**config.mk**
```make
export PLATFORM = sky130hd
export DESIGN_NAME = lector_pwrcntr
export DESIGN_NICKNAME = d
export VERILOG_FILES = /design/src/rtl/lector_pwrcntr.sv
export SDC_FILE = /design/constraint.sdc
export NUM_CORES = 1
export LEC_CHECK = 0
export ABC_AREA = 1
export CAP_MARGIN = 20
export CORE_MARGIN = 1.5
export CORE_UTILIZATION = 30
export DETAILED_ROUTE_END_ITERATION = 8
export GPL_TIMING_DRIVEN = 0
export HOLD_SLACK_MARGIN = 0.08
export SYNTH_ARGS = -nofsm -noshare
export SYNTH_HDL_FRONTEND = slang
export SYNTH_SLANG_ARGS = --single-unit
```
**constraint.sdc**
```tcl
create_clock -name clk -period 2.28 [get_ports clk]
set_input_delay 0.342 -clock clk [delete_from_list [all_inputs] [get_ports clk]]
set_output_delay 0.342 -clock clk [all_outputs]
set_load 0.01 [all_outputs]
```
**src/rtl/lector_pwrcntr.sv**
```systemverilog
// Sweeps every PwrCntr address, streams each 32-bit count out on a valid/ready beat, optionally clears it.
// First beat 2 cycles after inicio; 2 cycles/counter (3 with clear). listo low holds the beat indefinitely.
module lector_pwrcntr #(
    parameter int NUM_CNTR = 3,
    parameter int NDIR     = 2
) (
    input  logic              clk,
    input  logic              reset,
    input  logic              inicio,
    input  logic              borrar,
    output logic [NDIR-1:0]   dir,
    output logic              LE,
    output logic [31:0]       dato_wr,
    output logic              dato_en,
    input  logic [31:0]       dato_rd,
    output logic [31:0]       valor,
    output logic [NDIR-1:0]   valor_dir,
    output logic              valido,
    input  logic              listo,
    output logic [32+NDIR-1:0] total,
    output logic              ocupado,
    output logic              fin
);
    typedef enum logic [2:0] {REPOSO, LEER, ENTREGA, BORRAR, FIN} estado_t;

    localparam logic [NDIR-1:0] ULTIMO = NDIR'(NUM_CNTR - 1);

    estado_t             r_estado;
    estado_t             w_sig;
    logic                r_borrar;
    logic [NDIR-1:0]     r_dir;
    logic                r_le;
    logic                r_dato_en;
    logic [31:0]         r_valor;
    logic [NDIR-1:0]     r_valor_dir;
    logic                r_valido;
    logic [32+NDIR-1:0]  r_total;
    logic                r_ocupado;
    logic                r_fin;
    logic                w_ultimo;
    logic                w_avanza;

    assign w_ultimo = (r_dir == ULTIMO);
    assign w_avanza = (r_estado == ENTREGA && listo && !r_borrar) || (r_estado == BORRAR);

    always_comb begin
        w_sig = r_estado;
        case (r_estado)
            REPOSO:  if (inicio) w_sig = LEER;
            LEER:    w_sig = ENTREGA;
            ENTREGA: if (listo) w_sig = r_borrar ? BORRAR : (w_ultimo ? FIN : LEER);
            BORRAR:  w_sig = w_ultimo ? FIN : LEER;
            FIN:     w_sig = REPOSO;
            default: w_sig = REPOSO;
        endcase
    end

    always_ff @(posedge clk or posedge reset) begin
        if (reset) r_estado <= REPOSO;
        else       r_estado <= w_sig;
    end

    // Memory controls are registered from the next state so LE, dato_en and dir all move on one edge.
    always_ff @(posedge clk or posedge reset) begin
        if (reset) begin
            r_borrar    <= 1'b0;
            r_dir       <= '0;
            r_le        <= 1'b1;
            r_dato_en   <= 1'b0;
            r_valor     <= '0;
            r_valor_dir <= '0;
            r_valido    <= 1'b0;
            r_total     <= '0;
            r_ocupado   <= 1'b0;
            r_fin       <= 1'b0;
        end else begin
            r_le      <= (w_sig != BORRAR);
            r_dato_en <= (w_sig == BORRAR);
            r_valido  <= (w_sig == ENTREGA);
            r_fin     <= (w_sig == FIN);
            r_ocupado <= (w_sig != REPOSO);
            if (r_estado == REPOSO && inicio) begin
                r_dir    <= '0;
                r_total  <= '0;
                r_borrar <= borrar;
            end
            if (r_estado == LEER) begin
                r_valor     <= dato_rd;
                r_valor_dir <= r_dir;
                r_total     <= r_total + {{NDIR{1'b0}}, dato_rd};
            end
            if (w_avanza && !w_ultimo)
                r_dir <= r_dir + NDIR'(1);
        end
    end

    assign dir       = r_dir;
    assign LE        = r_le;
    assign dato_wr   = 32'd0;
    assign dato_en   = r_dato_en;
    assign valor     = r_valor;
    assign valor_dir = r_valor_dir;
    assign valido    = r_valido;
    assign total     = r_total;
    assign ocupado   = r_ocupado;
    assign fin       = r_fin;
endmodule

```
==> run summary <==
Timing would allow up to 0.469 GHz. The floorplan core area is 18200 µm². The detailed-route vias per instance is 4.32. The internal power of the cells totals 5.47 mW.

The clock tree synthesis step divided the H-tree into 3 levels. The top cell types in the final layout, fill and taps aside, are sky130_fd_sc_hd__nand2_1 (392), sky130_fd_sc_hd__inv_1 (126), sky130_fd_sc_hd__clkdlybuf4s50_1 (111), sky130_fd_sc_hd__dfrtp_1 (78), sky130_fd_sc_hd__nor2_1 (51). Setup slack on the critical path of the routed design comes to 146 ps. The post-synthesis sequential element count is 79. The number of inserted filler cells in the final layout came out at 1947. The final total power came out at 10.1 mW. The flow ran to the end, and the final reports show no timing, DRC or antenna violations. The global placement routability congestion is 0.891. The maximum buffer depth of the clock tree is 2.

The library cell used most frequently in the layout, excluding fill and tap cells, is sky130_fd_sc_hd__nand2_1. Among all stages on the critical path, the largest delay is contributed by sky130_fd_sc_hd__clkdlybuf4s50_1. TritonCTS built the clock tree. The worst hold slack after final layout came out at 248 ps. The total overflow left after global routing is 0. The arrival time of data at the critical path endpoint came out at 2370 ps. For this run, the leading register cell type out of synthesis is sky130_fd_sc_hd__dfrtp_1. The sequential power share came out at 0.247. The total number of yosys warnings came out at 0.

The mean instance size in the synthesized netlist came out at 6.51 µm². The detailed-routing iteration count for the pre-antenna-repair pass is 5. The first-pass GRT wire length is 26700 µm. The tightest min-delay check is of the input port to asynchronous set/reset pin type. Summed over all layers, the routed wires come to 16400 µm. The initial core utilization came out at 0.310. The minimum clock period after layout is 2130 ps. For the pin with the worst max-slew slack, the measured transition is 571 ps. The total inserted antenna cells came out at 0.

The reported max-cap violation count came out at 0. The width of the die is 140 µm. The number of instances in the synthesized netlist is 867.

The count of nets left with antenna violations once routing finished came out at 0. The initial antenna violation count is 0. The normalized max-slew margin came out at 0.619.

Summed over all nets, the switching power comes to 4.61 mW. The number of distinct standard cells referenced by the synthesized netlist came out at 34. The final number of max-transition violations came out at 0. The share of the clock period used by the worst path after layout is 0.936. The setup slack after placement came out at -481 ps. The number of enable flip-flop cells after synthesis is 0.

The clock sink total is 79. The critical path data required time is 2510 ps. The part of the power in the clock network came out at 0.149. The family of cells with the greatest summed delay on the critical path is buffers and inverters.

The total I/O pin count came out at 144. The area of the die is 19600 µm². The delay of the slowest cell on the worst path came out at 500 ps. Walking the worst path, the cells encountered are clkdlybuf4s50_1, ha_2, inv_1, fa_2, inv_2, nand3_1, nand3_2, nand2_1, nand2_2, nand2_1, nand2_2, buf_4, a21oi_1, o21ai_0, nand2_1.

The portion of the post-synthesis area used by sequential elements is 0.351. The half-perimeter wire length after detailed placement is 13200 µm. The average routed wire per standard cell came out at 13.1 µm. The count of buffers inserted at the top-level ports came out at 111. The cell repeated most along the worst path is sky130_fd_sc_hd__nand2_1. STA classifies the critical path startpoint as an input port. The total track usage is 0.174. The worst-path maximum fanout is 4. The number of nets in the layout came out at 1096. The layout overhead on the synthesized area came out at 33.7%. Clock tree synthesis inserted a total of 9 buffers. The logic depth of the worst register-to-register path came out at 14.

The via count of the first global-routing pass is 5215. In this run the core area contains 49 standard-cell rows. Setup violations remaining at the end of the flow were counted as 0.

The count of final hold-check violations is 0. IR analysis of the VDD net gives a maximum drop of 0.000462 V. The power density of the placed cells is 1340 nW/µm². Of the total power, combinational logic draws 0.604. The path length in cells of the critical path came out at 15. The clock root buffer is sky130_fd_sc_hd__clkbuf_16.

Entering global routing, the biggest net connects 41 pins. At the later pin of the worst-skew pair, clock insertion delay measures 350 ps. The clock transition at the registers of the reported paths came out at 70 ps. Setup repair after global routing left no endpoint under its margin.

The detailed router finished its first iteration with 343 violations. The clock skew after layout is 10.0 ps. The sum of buffers and inverters on the critical path came out at 4.

Summed over all cells, the static leakage comes to 4.25 nW. The hold-fix buffer count after cts came out at 0. The worst setup path is captured at a flop. The proportion of synthesized flip-flops having asynchronous set or reset came out at 1.00.

Of the cells placed in the final design, the portion with a size suffix greater than 1 is 0.0883. After synthesis the cells add up to 5640 µm². The kind of critical path is input port to flop. Summed over all failing endpoints, the final setup total negative slack is 0 ps. The floorplan step set the die height to 140 µm. For this block, the via count after detailed routing is 5443. After detailed routing, the number of remaining DRC violations is 0. The switching portion of total power came out at 0.458.
path summary, 6_finish.rpt:
| path | startpoint | endpoint | slack [ps] |
|---|---|---|---|
| min reg2reg | valor[6] | valor[6] | 470 |
| min | reset | total[1] | 250 |
| max | dato_rd[0] | total[16] | 150 |
| max in group asynchronous | reset | LE | 1520 |
| max reg2reg | total[0] | total[16] | 250 |
| min in group clk | valor[6] | valor[6] | 470 |
worst reg2reg max path, delay by kind of cell (launching register included):
| family | cells | cell delay, ps |
|---|---|---|
| simple gates | 7 | 600 |
| fa+ha+maj | 2 | 540 |
| flops | 1 | 380 |
| buf+inv | 3 | 260 |
| compound gates | 2 | 140 |
power groups by stage:
stage / Sequential, mW / Combinational (mW) / Clock, mW
global route: 2.57 / 6.88 / 1.60
detailed placement: 2.51 / 6.06 / 0
finish: 2.49 / 6.09 / 1.50
CTS: 2.50 / 6.10 / 1.55
floorplan: 2.74 / 3.36 / 0
global placement: 2.50 / 6.00 / 0
layout make-up:
class / count / area, µm² / share of cell area
Clock buffer: 11 / 243 / 0.0322
Timing Repair Buffer: 116 / 1170 / 0.156
Tap cell: 229 / 287 / 0.0380
Buffer: 46 / 320 / 0.0424
Sequential cell: 79 / 1980 / 0.262
Inverter: 131 / 495 / 0.0656
Multi-Input combinational cell: 642 / 2990 / 0.396
Clock inverter: 5 / 58.8 / 0.00779
metal layers:
layer | share of wire | vias up | wire length (µm) | GRT usage
met2 | 0.45 | 121 | 7360 | 0.279
met4 | 0.016 | 0 | 267 | 0.0582
li1 | - | 2895 | - | -
met3 | 0.044 | 20 | 725 | 0.0356
met5 | 0 | - | 0 | 0
met1 | 0.49 | 2407 | 8080 | 0.234
flip-flops by register name, summed over array words and instances, names as in the netlist:
signal,flops
LE,1
valor_dir,2
dato_en,1
ocupado,1
r_borrar,1
valor,32
valido,1
r_estado,3
total,34
dir,2
fin,1
synth_stat cells, types with 4 or more instances:
library cell,n,area (µm²)
sky130_fd_sc_hd__inv_1,128,480
sky130_fd_sc_hd__nand2_1,395,1480
sky130_fd_sc_hd__nor3_1,4,20.0
sky130_fd_sc_hd__a21oi_1,31,155
sky130_fd_sc_hd__o21ai_0,18,90.1
sky130_fd_sc_hd__o21ai_1,5,25.0
sky130_fd_sc_hd__buf_4,32,240
sky130_fd_sc_hd__nand3b_1,5,37.5
sky130_fd_sc_hd__nor2_1,51,191
sky130_fd_sc_hd__dfrtp_1,78,1950
sky130_fd_sc_hd__nand3_2,4,40.0
sky130_fd_sc_hd__buf_2,10,50.1
sky130_fd_sc_hd__o21bai_1,4,30.0
sky130_fd_sc_hd__nand2_2,5,31.3
sky130_fd_sc_hd__nand3_1,36,180
sky130_fd_sc_hd__ha_1,33,413
through the flow:
step / std cells / instance area (µm²) / util
after floorplan: 898 / 5760 / -
after global placement: 1238 / 7160 / 0.393
after detailed placement: 1240 / 7200 / 0.395
after CTS: 1257 / 7520 / 0.413
after global routing: 1259 / 7550 / 0.414
final: 1259 / 7550 / 0.414
cells by family after synthesis:
kind of cell	synth area share
compound gates	0.0579
other cells	0.000665
simple gates	0.369
xor+xnor	0.00155
flops	0.351
buf+inv	0.144
fa+ha+maj	0.0767
repair_timing:
item	CTS	global route
resized for setup	2	6
pin swaps	1	0
endpoints found under the setup margin	4	5
setup buffers	1	2
Note: power is estimated with default switching activity, not from simulation.
